$ cat src/rtl/uart_msg_sender_pkg.sv
// Shared definitions for the buffered UART message sender: state encodings and defaults.
package uart_msg_sender_pkg;

    localparam int unsigned DEFAULT_DELAY_FRAMES = 234;
    localparam int unsigned DEFAULT_MSG_BYTES    = 12;
    localparam int unsigned DEFAULT_FIFO_DEPTH   = 16;
    localparam int unsigned BITS_PER_FRAME       = 10;

    typedef enum logic [1:0] {
        TX_IDLE  = 2'd0,
        TX_START = 2'd1,
        TX_DATA  = 2'd2,
        TX_STOP  = 2'd3
    } tx_state_e;

    typedef enum logic {
        LD_IDLE = 1'b0,
        LD_LOAD = 1'b1
    } ld_state_e;

    function automatic int unsigned frame_cycles(input int unsigned delay_frames);
        return BITS_PER_FRAME * delay_frames;
    endfunction

endpackage

$ cat src/rtl/uart_byte_tx.sv
// 8N1 byte serialiser; accepts a new byte whenever ready is high, allowing back-to-back frames.
module uart_byte_tx
    import uart_msg_sender_pkg::*;
#(
    parameter int unsigned DELAY_FRAMES = DEFAULT_DELAY_FRAMES
) (
    input  logic       clk,
    input  logic       reset,
    input  logic [7:0] data,
    input  logic       start,
    output logic       uart_tx,
    output logic       ready
);

    localparam int unsigned CNT_W = (DELAY_FRAMES > 1) ? $clog2(DELAY_FRAMES) : 1;
    localparam logic [CNT_W-1:0] CNT_LAST = CNT_W'(DELAY_FRAMES - 1);

    tx_state_e        state;
    logic [CNT_W-1:0] bit_cnt;
    logic [2:0]       bit_idx;
    logic [7:0]       shift;
    logic             cnt_done;

    assign cnt_done = (bit_cnt == CNT_LAST);
    // Ready on the last STOP cycle too, so the next START follows with no idle gap.
    assign ready    = (state == TX_IDLE) || ((state == TX_STOP) && cnt_done);

    always_ff @(posedge clk) begin
        if (reset) begin
            state   <= TX_IDLE;
            bit_cnt <= '0;
            bit_idx <= '0;
            shift   <= '0;
            uart_tx <= 1'b1;
        end else begin
            if (state != TX_IDLE) begin
                bit_cnt <= cnt_done ? '0 : bit_cnt + 1'b1;
            end
            case (state)
                TX_IDLE: begin
                    if (start) begin
                        shift   <= data;
                        uart_tx <= 1'b0;
                        bit_cnt <= '0;
                        state   <= TX_START;
                    end
                end
                TX_START: begin
                    if (cnt_done) begin
                        bit_idx <= '0;
                        uart_tx <= shift[0];
                        state   <= TX_DATA;
                    end
                end
                TX_DATA: begin
                    if (cnt_done) begin
                        if (bit_idx == 3'd7) begin
                            uart_tx <= 1'b1;
                            state   <= TX_STOP;
                        end else begin
                            bit_idx <= bit_idx + 1'b1;
                            shift   <= {1'b0, shift[7:1]};
                            uart_tx <= shift[1];
                        end
                    end
                end
                TX_STOP: begin
                    if (cnt_done) begin
                        if (start) begin
                            shift   <= data;
                            uart_tx <= 1'b0;
                            state   <= TX_START;
                        end else begin
                            state   <= TX_IDLE;
                        end
                    end
                end
                default: state <= TX_IDLE;
            endcase
        end
    end

endmodule

$ cat src/rtl/uart_msg_sender.sv
// Buffered UART transmitter: loads a whole message into a byte FIFO and streams it as 8N1 frames.
module uart_msg_sender
    import uart_msg_sender_pkg::*;
#(
    parameter int unsigned DELAY_FRAMES = DEFAULT_DELAY_FRAMES,
    parameter int unsigned MSG_BYTES    = DEFAULT_MSG_BYTES,
    parameter int unsigned FIFO_DEPTH   = DEFAULT_FIFO_DEPTH,
    localparam int unsigned MSG_W       = MSG_BYTES * 8,
    localparam int unsigned LEN_W       = $clog2(MSG_BYTES + 1),
    localparam int unsigned COUNT_W     = $clog2(FIFO_DEPTH + 1)
) (
    input  logic               clk,
    input  logic               reset,
    input  logic [MSG_W-1:0]   msgData,
    input  logic [LEN_W-1:0]   msgLen,
    input  logic               msgWrite,
    output logic               busy,
    output logic               overflow,
    output logic [COUNT_W-1:0] fifoCount,
    output logic               txActive,
    output logic               uart_tx
);

    localparam int unsigned PTR_W = $clog2(FIFO_DEPTH);

    ld_state_e          ld_state;
    logic [MSG_W-1:0]   msg_q;
    logic [LEN_W-1:0]   rem_q;
    logic [LEN_W-1:0]   eff_len;
    logic [COUNT_W-1:0] free_space;

    logic [7:0]         mem [FIFO_DEPTH];
    logic [PTR_W-1:0]   wr_ptr;
    logic [PTR_W-1:0]   rd_ptr;
    logic               wr_en;
    logic [7:0]         wr_data;
    logic               pop;
    logic               tx_ready;

    assign eff_len    = (msgLen > LEN_W'(MSG_BYTES)) ? LEN_W'(MSG_BYTES) : msgLen;
    // Uses the registered count, so a pop on the same edge is not credited.
    assign free_space = COUNT_W'(FIFO_DEPTH) - fifoCount;

    assign wr_en   = (ld_state == LD_LOAD);
    assign wr_data = msg_q[MSG_W-1 -: 8];
    assign pop     = tx_ready && (fifoCount != '0);

    always_ff @(posedge clk) begin
        if (reset) begin
            ld_state <= LD_IDLE;
            busy     <= 1'b0;
            overflow <= 1'b0;
            msg_q    <= '0;
            rem_q    <= '0;
        end else begin
            overflow <= 1'b0;
            case (ld_state)
                LD_IDLE: begin
                    if (msgWrite && (eff_len != '0)) begin
                        if (32'(eff_len) > 32'(free_space)) begin
                            overflow <= 1'b1;
                        end else begin
                            msg_q    <= msgData;
                            rem_q    <= eff_len;
                            busy     <= 1'b1;
                            ld_state <= LD_LOAD;
                        end
                    end
                end
                LD_LOAD: begin
                    msg_q <= {msg_q[MSG_W-9:0], 8'h00};
                    rem_q <= rem_q - 1'b1;
                    if (rem_q == LEN_W'(1)) begin
                        busy     <= 1'b0;
                        ld_state <= LD_IDLE;
                    end
                end
                default: ld_state <= LD_IDLE;
            endcase
        end
    end

    always_ff @(posedge clk) begin
        if (wr_en) begin
            mem[wr_ptr] <= wr_data;
        end
    end

    always_ff @(posedge clk) begin
        if (reset) begin
            wr_ptr    <= '0;
            rd_ptr    <= '0;
            fifoCount <= '0;
        end else begin
            if (wr_en) begin
                wr_ptr <= wr_ptr + 1'b1;
            end
            if (pop) begin
                rd_ptr <= rd_ptr + 1'b1;
            end
            if (wr_en && !pop) begin
                fifoCount <= fifoCount + 1'b1;
            end else if (!wr_en && pop) begin
                fifoCount <= fifoCount - 1'b1;
            end
        end
    end

    // Mirrors the transmitter: set on every accepted byte, cleared when it goes idle.
    always_ff @(posedge clk) begin
        if (reset) begin
            txActive <= 1'b0;
        end else if (pop) begin
            txActive <= 1'b1;
        end else if (tx_ready) begin
            txActive <= 1'b0;
        end
    end

    uart_byte_tx #(
        .DELAY_FRAMES(DELAY_FRAMES)
    ) u_byte_tx (
        .clk    (clk),
        .reset  (reset),
        .data   (mem[rd_ptr]),
        .start  (pop),
        .uart_tx(uart_tx),
        .ready  (tx_ready)
    );

endmodule

$ cat config.mk
export PLATFORM = sky130hd
export DESIGN_NAME = uart_msg_sender
export DESIGN_NICKNAME = d
export VERILOG_FILES = /design/src/rtl/uart_msg_sender_pkg.sv /design/src/rtl/uart_byte_tx.sv /design/src/rtl/uart_msg_sender.sv
export SDC_FILE = /design/constraint.sdc
export NUM_CORES = 1
export LEC_CHECK = 0
export ABC_AREA = 1
export BUFFER_PORTS_ARGS = -buffer_cell sky130_fd_sc_hd__buf_2
export CORE_MARGIN = 4
export CORE_UTILIZATION = 40
export DETAILED_ROUTE_END_ITERATION = 12
export HOLD_SLACK_MARGIN = 0.12
export SLEW_MARGIN = 10
export SYNTH_ARGS = -nofsm -noshare
export SYNTH_HDL_FRONTEND = slang
export SYNTH_SLANG_ARGS = --single-unit
$ cat constraint.sdc
create_clock -name clk -period 3.1 [get_ports clk]
set_input_delay 0.31 -clock clk [delete_from_list [all_inputs] [get_ports clk]]
set_output_delay 0.31 -clock clk [all_outputs]
set_load 0.01 [all_outputs]
==> key figures, run 1 <==
STA
  • PnR worst setup slack: 0.3032 ns
  • Final setup fails: 0
  • Fin crit share: 0.9022
  • TNS Setup: 0 ns
  • Worst rel slew slack: 0.4410
  • Crit path time final: 2.797 ns
  • Final hold slack: approximately 0.18 ns
  • Pins Over Slew Limit: 0
  • Hold Vio Cnt, Final: 0
  • RSZ-0062 raised after global routing: no
  • Final Skew: roughly 0.0074 ns
  • Maximum clock frequency: 0.3575 GHz
  • Least-Margin Pin Slew: 0.8354 ns

Routing
  • DR pass1 iterations: 5
  • DRT iter0 DRCs: 602
  • Antenna-violating nets left: 0
  • Vias/cell: 5.082
  • Routed WL: just over 30000 microns
  • DRC: 0
  • Via count: 9865
  • DR WL/cell: 15.83 microns

Logic synthesis
  • Top cell type's share of synthesized area: 0.3200
  • Cell variety after synth: 44
  • Leading area contributor after synthesis: edfxtp_1
  • Post-synth net total: 1493
  • Sequential fraction of the synthesis area: 0.5583
  • Syn_area_per_cell: 8.807 sq um
  • Synth area leaders: edfxtp_1 32%, dfxtp_1 24%, nand2_1 11%, nand3_1 6.3%, a31oi_1 4.8%
  • Post-Syn Area: 12010 sq um
  • Synth Instances: approximately 1400
  • Yosys Warn Count: 0
  • Synthesis-stage register bit count: ~270

Layout
  • ANT cells: 0
  • Layout Nets: around 1700
  • Finished Cell Area: roughly 15000 sq um
  • P&R area growth vs syn: 21.83%
  • Most frequent cells in the layout: 358 x nand2_1, 151 x nand3_1, 141 x dfxtp_1
  • Share of layout cells above drive strength 1: 0.1264
  • Most common cell after layout, fill and taps aside: nand2_1

Job
  • Max cap viols: 0

Floorplan
  • Die ar.: 32870 sq um
  • Initial core utilization: 0.4053
  • Core ar.: 29640 sq um
  • Die Width: roughly 180 microns
  • Die height: between 150 and 200 microns
  • Ports: 112
  • Row count: 63

Global route
  • Grt total ovfl: 0
  • Gr usage total: 0.1824
  • First-pass GRT wire length: 50190 microns
  • Pin count of the biggest net entering global routing: about 100
  • Initial antenna violation count: 0
  • Number of global-route vias before repair: between 9000 and 10000

Pwr
  • Maximum vdd ir drop: 586.6 uV
  • Cell Pwr Density: approximately 880 nW/um^2
  • P_leak: 5.711 nW

Setup path
  • Crit Path Class: reg -> reg
  • Max FO, Critical Path: 7
  • Critical Path RT: 3.53 ns
  • Critical Path Sink Type: flip-flop
  • Critical Path Start Type: flip-flop
  • WP data arrival: 3.22 ns

Clocking
  • Worst-path clk slew: 0.06 ns
  • CTS sink cnt: 271
  • CTS buffer count: 28
  • Resize count post-CTS: 0
  • CTS H-tree lvls: 1
  • Root Driver: clkbuf_16
  • CTS tree: yes
  • Deepest clock path buffer count: 3
  • Clk Latency, worst-skew pair: 0.54 ns

Outcome
  • Status: completed

Place
  • I/O Buffers: 111
  • Setup WS pre-CTS: 0.3343 ns
  • Final Wtd Congestion: 0.8025
  • Hpwl dp: ~19000 microns
  • Dpl cell area: 12760 sq um

Hold path
  • HP Class: in -> reg
[worst max-delay path, cell delays in order (launching register included)]
cell	delay, ns
dfxtp_1	0.40
inv_1	0.10
ha_1	0.24
inv_1	0.23
nand2_1	0.16
nand3_4	0.16
ha_1	0.24
inv_1	0.10
ha_1	0.34
nand2_1	0.09
nand2_1	0.05
a21oi_1	0.16
nor2_1	0.06
nor2_1	0.08
nand2_1	0.07
o21ai_0	0.14
a21oi_1	0.05
[flip-flops by register name (all words and copies together) (netlist names), 3 cells and up, named ones only]
signal,count
fifoCount,5
u_byte_tx.bit_cnt,8
mem,128
u_byte_tx.bit_idx,3
wr_ptr,4
rem_q,4
u_byte_tx.shift,8
rd_ptr,4
msg_q,96
[metal layers]
metal	global-route usage	routed length, microns
met3	0.02839	1477
met1	0.2474	14170
met4	0.04773	631
met2	0.3063	14450
met5	0	0
[power by group]
group | internal (mW) | switching (mW)
Combinational | 1.53 | 2.99
Clock | 1.88 | 1.36
Sequential | 4.54 | 0.583
[repair_timing]
action                                 in CTS  in global routing
endpoints found under the hold margin      98                  0
buffers inserted                            0                  0
hold buffers                               98                  0
[cells by family (layout without fill, tap and decap cells)]
family                     Yosys count  after routing  share of synthesized area
and+or+nand+nor                    668            668                     0.2370
AOI/OAI and AO/OA                  211            211                     0.1053
xor gates and xnor gates             4              4                   0.002917
DFF                                271            271                     0.5583
buffers and inverters              184            371                    0.06885
adders and majority gates           26             26                    0.02771
[layout make-up]
class                           instances  area, sq um
Clock buffer                           48        862.1
Clock inverter                          4        27.53
Fill cell                            2803        15000
Inverter                               96        360.3
Multi-Input combinational cell        909         4492
Sequential cell                       271         6711
Tap cell                              390        488.0
Timing Repair Buffer                  223         1694
[stage by stage]
stage | util | power (mW) | cells
global placement | 0.4307 | 9.536 | 1791
floorplan | - | 8.409 | 1364
finish | 0.4938 | 12.89 | 1941
CTS | 0.4938 | 12.97 | 1941
detailed placement | 0.4307 | 9.612 | 1791
global route | 0.4938 | 13.77 | 1941
[cell usage after synthesis, drive strengths merged]
| master | n |
|---|---|
| clkbuf | 34 |
| o21a | 2 |
| a221oi | 1 |
| or2 | 6 |
| a21oi | 45 |
| a211oi | 3 |
| nor4 | 2 |
| o21bai | 1 |
| a31oi | 92 |
| edfxtp | 128 |
| ha | 25 |
| nand4 | 9 |
| nand3 | 154 |
| o211ai | 17 |
| inv | 95 |
| buf | 54 |
| o21ai | 47 |
| and3 | 1 |
| dfxtp | 143 |
| o31ai | 2 |
| xor2 | 2 |
| fa | 1 |
| nand2 | 365 |
| o22ai | 1 |
| nand3b | 1 |
| clkinv | 1 |
| nor3 | 7 |
| xnor2 | 2 |
| nor2 | 123 |
[final timing paths]
check	depth (start not counted)	end	startpoint	slack, ns
max	16	fifoCount[4]$_SDFFE_PP0P_	u_byte_tx.state[0]$_SDFFE_PP0P_	0.30
min	3	overflow$_SDFF_PP0_	msgWrite	0.18
max reg2reg	16	fifoCount[4]$_SDFFE_PP0P_	u_byte_tx.state[0]$_SDFFE_PP0P_	0.30
min reg2reg	2	flip-flop	rd_ptr[3]$_SDFFE_PP0P_	0.46
Power figures use the tool's default switching activity.
==> run 2, diff against run 1 <==
- ABC_AREA: 1 -> not set
==> key figures, run 2 <==
Logic synthesis
  • Post-synth top cells: 208 x nand2_1, 143 x dfxtp_1, 128 x edfxtp_1
  • Cell variety after synth: 59 (+34%)
  • Post-synth EDFFs: 128 (unchanged)
  • Sequential fraction of the synthesis area: 0.5518 (-0.006494)
  • Synth area leaders: edfxtp_1 32%, dfxtp_1 24%, a311oi_2 10%, nand2_1 6.4%, nor2_1 3.8%
  • Yosys Warn Count: 0 (unchanged)
  • Leading area contributor after synthesis: edfxtp_1
  • Async S/R FF share, synth: 0 (unchanged)
  • Syn_area_per_cell: 11.31 sq um (+28%)
  • Top cell type's share of synthesized area: 0.3162 (-0.003722)
  • Dominant cell by count in the synthesized netlist: nand2_1
  • Synth Instances: 1075 (-21%)
  • Synth Flop Type: dfxtp_1
  • Post-Syn Area: 12150 sq um (+1.2%)
  • Post-synth net total: 1204 (-19%)
  • Synthesis-stage register bit count: 271 (unchanged)

Clocking
  • Root Driver: clkbuf_16
  • Clk Latency, worst-skew pair: 0.55 ns (about the same)
  • CTS tree: yes
  • CTS H-tree lvls: 1 (unchanged)
  • Worst-path clk slew: 0.06 ns (about the same)
  • Deepest clock path buffer count: 3 (unchanged)
  • CTS buffer count: 30 (+7.1%)
  • CTS sink cnt: 271 (unchanged)

Layout
  • Largest register FFs: 128 (unchanged)
  • Finished Cell Area: 15050 sq um (+2.8%)
  • Most frequent cells in the layout: 208 x nand2_1, 139 x dfxtp_1, 128 x edfxtp_1
  • Reg with most FFs: mem
  • Layout Nets: 1401 (-16%)
  • Filler cells: 2613 (-6.8%)
  • Final core utilization: 0.5052 (+0.01137)
  • Share of layout cells above drive strength 1: 0.2431 (+0.1167)
  • Most common cell after layout, fill and taps aside: nand2_1
  • P&R area growth vs syn: 23.84%
  • Top Registers: mem (128), msg_q (96)

Routing
  • Vias/cell: 5.257 (+3.4%)
  • DR pass1 iterations: 5 (unchanged)
  • DRT iter0 DRCs: 641 (+6.5%)
  • Antenna-violating nets left: 0 (unchanged)
  • Routed WL: 29220 microns (-4.9%)
  • Via count: 8868 (-10%)
  • DR WL/cell: 17.32 microns (+9.4%)
  • DRC: 0 (unchanged)

Global route
  • First-pass GRT wire length: 47520 microns (-5.3%)
  • Initial antenna violation count: 1 (+1)
  • Grt total ovfl: 0 (unchanged)
  • Gr usage total: 0.1742 (-0.008208)
  • Pin count of the biggest net entering global routing: 88 (-15%)
  • Number of global-route vias before repair: 9006 (-7.0%)

Floorplan
  • Die Width: 182.3 microns (+0.56%)
  • Initial core utilization: 0.4079 (+0.002601)
  • Row count: 63 (unchanged)
  • Die height: 182.3 microns (+0.56%)
  • Core ar.: 29800 sq um (+0.53%)
  • Die ar.: 33240 sq um (+1.1%)
  • Ports: 112 (unchanged)

Pwr
  • Cell Pwr Density: 958.2 nW/um^2 (+8.8%)
  • P_leak: 5.479 nW (-4.1%)
  • Power Total: 14.42 mW (+12%)
  • Maximum vdd ir drop: 471.8 uV (-20%)

Outcome
  • Status: completed

Setup path
  • Critical Path RT: 3.53 ns (about the same)
  • Critical path cell sequence: inv_1 > ha_1 > inv_1 > o31a_1 > nor2_2 > inv_1 > ha_2 > inv_2 > ha_1 > nor2b_1 > o21a_1 > or3_1 > a21oi_1 > mux2_2
  • Top cell by count, worst path: inv_1
  • Slowest cell on crit path: dfxtp_4
  • WP data arrival: 3.37 ns (+0.15 ns)
  • Critical Path Start Type: flip-flop
  • Worst path max stage delay: 0.37 ns (-0.03 ns)
  • Max FO, Critical Path: 5 (-2)
  • Crit Path Class: reg -> reg
  • Critical Path Sink Type: flip-flop

STA
  • RSZ-0062 raised after global routing: no
  • Worst rel slew slack: 0.4677 (+0.02672)
  • Maximum clock frequency: 0.3407 GHz (-4.7%)
  • Final setup fails: 0 (unchanged)
  • Final hold slack: 0.1570 ns (-0.02514 ns)
  • Final Skew: 0.02108 ns (+0.01370 ns)
  • Least-Margin Pin Slew: 0.7974 ns (-0.03808 ns)
  • Pins Over Slew Limit: 0 (unchanged)
  • Crit path time final: 2.935 ns (+0.1382 ns)
  • TNS Setup: 0 ns (unchanged)
  • Fin crit share: 0.9468 (+0.04459)
  • Hold Vio Cnt, Final: 0 (unchanged)

Job
  • Max cap viols: 0 (unchanged)

Place
  • Final Wtd Congestion: 0.7864 (-2.0%)
  • I/O Buffers: 111 (unchanged)
  • Dpl cell area: 13130 sq um (+2.9%)
  • Hpwl dp: 18630 microns (+0.49%)

Hold path
  • HP Class: in -> reg
run 2: power by group:
group	internal, mW	switching (mW)	total, mW
logic	2.30	3.28	5.58
registers	4.79	0.694	5.49
clock network	1.97	1.38	3.36
total	9.07	5.36	14.4
run 2: final cells by class:
type	instances	area, sq um	share of cell area
Inverter	21	83.83	0.005569
Clock inverter	7	62.56	0.004156
Tap cell	390	488.0	0.03242
Timing Repair Buffer	238	1821	0.1209
Antenna cell	1	2.502	0.0001663
Sequential cell	271	6716	0.4462
Clock buffer	49	863.3	0.05736
Multi-Input combinational cell	710	5015	0.3332
run 2: per-layer routing:
| layer | vias to the layer above | GRT usage | part of all wire |
|---|---|---|---|
| met5 | - | 0 | 0 |
| met4 | 0 | 0.04293 | 0.020 |
| met3 | 43 | 0.02990 | 0.051 |
| met2 | 209 | 0.2814 | 0.47 |
| met1 | 4303 | 0.2456 | 0.46 |
| li1 | 4313 | - | - |
run 2: worst paths after layout:
check / from / end / slack, ns / cells after the start
setup reg to reg: u_byte_tx.state[0]$_SDFFE_PP0P_ / fifoCount[4]$_SDFFE_PP0P_ / 0.16 / 14
hold / removal: msgData[92] / msg_q[92]$_SDFFE_PP0P_ / 0.16 / 3
hold reg to reg: u_byte_tx.bit_idx[1]$_SDFFE_PP0P_ / u_byte_tx.bit_idx[1]$_SDFFE_PP0P_ / 0.46 / 2
setup / recovery: u_byte_tx.state[0]$_SDFFE_PP0P_ / fifoCount[4]$_SDFFE_PP0P_ / 0.16 / 14
run 2: stage by stage:
step           instances  worst slack, ns
2_1_floorplan       1075         0.004474
3_3_place_gp        1532          0.08548
3_5_place_dp        1532         0.003409
4_1_cts             1686          0.04569
5_1_grt             1687         0.003984
6_report            1687           0.1649
run 2: repair_timing:
action | CTS | global route
endpoints found under the hold margin | 97 | 0
gates resized for setup | 0 | 7
setup buffers | 1 | 0
pin swaps | 1 | 2
setup endpoints to repair | 1 | 1
hold buffers | 97 | 0
run 2: critical path: cells and delay by family, from the launching register on:
kind                       cells  cell delay, ns
AOI/OAI and AO/OA              3            0.65
adders and majority gates      3            0.68
buffers and inverters          4            0.25
DFF                            1            0.37
muxes                          1            0.34
and+or+nand+nor                3            0.52
run 2: kinds of logic (layout without fill, tap and decap cells):
kind of cell,count (synthesis),in the layout,synth area share
and+or+nand+nor,416,416,0.1457
AOI/OAI and AO/OA,191,191,0.1643
xor gates and xnor gates,13,13,0.009368
DFF,271,271,0.5518
adders and majority gates,26,26,0.02738
muxes,64,64,0.06506
buffers and inverters,94,315,0.03644
other,0,1,0
==> run 3, diff against run 2 <==
- CELL_PAD_IN_SITES_DETAIL_PLACEMENT: not set -> 0
- CELL_PAD_IN_SITES_GLOBAL_PLACEMENT: not set -> 1
- PLACE_DENSITY_LB_ADDON: not set -> 0.1
- clock period: 3.1 -> 3.65 ns (I/O delays scaled with it)
==> key figures, run 3 (synthesis gave the netlist of run 2 again) <==
Floorplan
  • Die ar.: 33240 sq um (unchanged)
  • Core ar.: 29800 sq um (unchanged)
  • Die height: 182.3 microns (unchanged)
  • Die Width: 182.3 microns (unchanged)
  • Row count: 63 (unchanged)
  • Ports: 112 (unchanged)
  • Initial core utilization: 0.4079 (unchanged)

Setup path
  • Max FO, Critical Path: 6 (+1)
  • WP data arrival: 3.73 ns (+0.36 ns)
  • Critical Path Sink Type: flip-flop
  • Worst path bufs/invs: 3 (-1)
  • Worst path max stage delay: 0.44 ns (+0.07 ns)
  • Critical Path Start Type: flip-flop
  • Top cell by count, worst path: ha_1
  • Slowest cell on crit path: dfxtp_1
  • Critical path cell sequence: inv_1 > ha_1 > nor3b_1 > ha_1 > nor2_1 > inv_1 > ha_1 > inv_1 > ha_1 > nor2b_1 > o21a_1 > or3_1 > a21oi_1 > mux2_2
  • CP delay by family, top: adder cells
  • Critical Path RT: 4.08 ns (+0.55 ns)
  • Crit Path Class: reg -> reg

Layout
  • Final core utilization: 0.5009 (-0.004283)
  • P&R area growth vs syn: 22.79%
  • Layout Nets: 1383 (-1.3%)
  • Top Registers: mem (128), msg_q (96)
  • Layout Cells excl Fill: 1668 (-1.1%)
  • ANT cells: 0 (-1)
  • Finished Cell Area: 14920 sq um (-0.85%)
  • Share of layout cells above drive strength 1: 0.2355 (-0.007531)
  • Most frequent cells in the layout: 208 x nand2_1, 143 x dfxtp_1, 128 x edfxtp_1
  • Largest register FFs: 128 (unchanged)
  • Most common cell after layout, fill and taps aside: nand2_1
  • Reg with most FFs: mem

Global route
  • First-pass GRT wire length: 46820 microns (-1.5%)
  • Number of global-route vias before repair: 8694 (-3.5%)
  • Grt total ovfl: 0 (unchanged)
  • Global Route met2 Usage: 0.2893 (+0.007882)
  • Initial antenna violation count: 1 (unchanged)
  • Gr usage total: 0.1707 (-0.003456)
  • Met1 Resource Use GR: 0.2337 (-0.01183)
  • Busiest layer in global routing: met2
  • Pin count of the biggest net entering global routing: 100 (+14%)
  • Met3 usage: 0.02771 (-0.002193)

Pwr
  • Maximum vdd ir drop: 549.7 uV (+17%)
  • P_leak: 5.423 nW (-1.0%)
  • Cell Pwr Density: 812.8 nW/um^2 (-15%)

Clocking
  • CTS sink cnt: 271 (unchanged)
  • CTS H-tree lvls: 1 (unchanged)
  • CTS tree: yes
  • Deepest clock path buffer count: 3 (unchanged)
  • Worst-path clk slew: 0.06 ns (about the same)
  • # Post-CTS Setup Buffers: 0 (-1)
  • Clk Latency, worst-skew pair: 0.55 ns (about the same)
  • Hold_buf cts: 95 (-2.1%)
  • CTS buffer count: 31 (+3.3%)
  • Root Driver: clkbuf_16
  • Resize count post-CTS: 0 (unchanged)

STA
  • TNS Setup: 0 ns (unchanged)
  • Worst rel slew slack: 0.4303 (-0.03742)
  • Hold Vio Cnt, Final: 0 (unchanged)
  • Fin crit share: 0.9030 (-0.04382)
  • Least-Margin Pin Slew: 0.8546 ns (+0.05723 ns)
  • Final setup fails: 0 (unchanged)
  • Pins Over Slew Limit: 0 (unchanged)
  • RSZ-0062 raised after global routing: no
  • Crit path time final: 3.296 ns (+0.3608 ns)
  • Final Skew: 0.02385 ns (+0.002765 ns)
  • Maximum clock frequency: 0.3034 GHz (-11%)

Routing
  • Antenna-violating nets left: 0 (unchanged)
  • DR WL/cell: 17.15 microns (-1.0%)
  • Vias/cell: 5.103 (-2.9%)
  • DR pass1 iterations: 4 (-1)
  • Via count: 8512 (-4.0%)
  • DRC: 0 (unchanged)
  • Routed WL: 28600 microns (-2.1%)
  • DRT iter0 DRCs: 479 (-25%)

Outcome
  • Status: completed

Place
  • Placed insts: 1516 (-1.0%)
  • Dpl cell area: 13010 sq um (-0.91%)
  • Hpwl dp: 18120 microns (-2.7%)
  • I/O Buffers: 111 (unchanged)
  • Final Wtd Congestion: 0.7375 (-6.2%)

Hold path
  • HP Class: in -> reg

Job
  • Max cap viols: 0 (unchanged)
run 3: cell count changes in the layout (fill, tap and decap cells not counted), sizes merged:
cell,before,now
diode,1,0
clkinv,4,20
buf,141,124
inv,21,22
dlygate4sd3,97,95
bufinv,1,2
clkbuf,49,32
run 3: area by class of cell:
cell class,count,area (sq um)
Fill cell,2734,14870
Sequential cell,271,6706
Multi-Input combinational cell,710,5011
Timing Repair Buffer,219,1673
Clock buffer,32,779.5
Tap cell,390,488.0
Clock inverter,25,182.7
Inverter,21,83.83
run 3: routing by layer:
layer	wire [microns]	share of wire	up-vias
li1	-	-	4281
met1	13290	0.46	4067
met2	13770	0.48	123
met3	1035	0.036	39
met4	488	0.017	2
met5	13	0.00045	-
run 3: stage by stage:
stage	power, mW	hold WS [ns]	setup WS [ns]
after floorplan	8.127	0.4317	0.3568
after global placement	9.249	0.4471	0.4163
after detailed placement	9.267	0.4529	0.3510
after CTS	12.32	0.1232	0.3169
after global routing	13.02	0.1299	0.1129
final	12.13	0.1535	0.3541
run 3: worst register-to-register path, delay by kind of cell (launching register included):
kind / cells / cell delay, ns
adders and majority gates: 4 / 0.92
and+or+nand+nor: 4 / 0.84
DFF: 1 / 0.44
AOI/OAI and AO/OA: 2 / 0.34
muxes: 1 / 0.34
buffers and inverters: 3 / 0.31
run 3: final timing paths:
check,startpoint,endpoint,slack (ns),cells past startpoint
worst max-delay path,fifoCount[0]$_SDFFE_PP0P_,fifoCount[4]$_SDFFE_PP0P_,0.35,14
worst min-delay path,msgData[18],msg_q[18]$_SDFFE_PP0P_,0.15,3
worst min register to register,u_byte_tx.shift[2]$_SDFFE_PP0P_,u_byte_tx.shift[2]$_SDFFE_PP0P_,0.46,2
worst max register to register,fifoCount[0]$_SDFFE_PP0P_,fifoCount[4]$_SDFFE_PP0P_,0.35,14
run 3: power breakdown:
| part | switching, mW | internal [mW] | total [mW] | leakage [nW] |
|---|---|---|---|---|
| clock network | 1.23 | 1.69 | 2.92 | 0.479 |
| logic | 2.67 | 1.88 | 4.56 | 2.59 |
| registers | 0.592 | 4.07 | 4.66 | 2.35 |
| total | 4.50 | 7.63 | 12.1 | 5.42 |
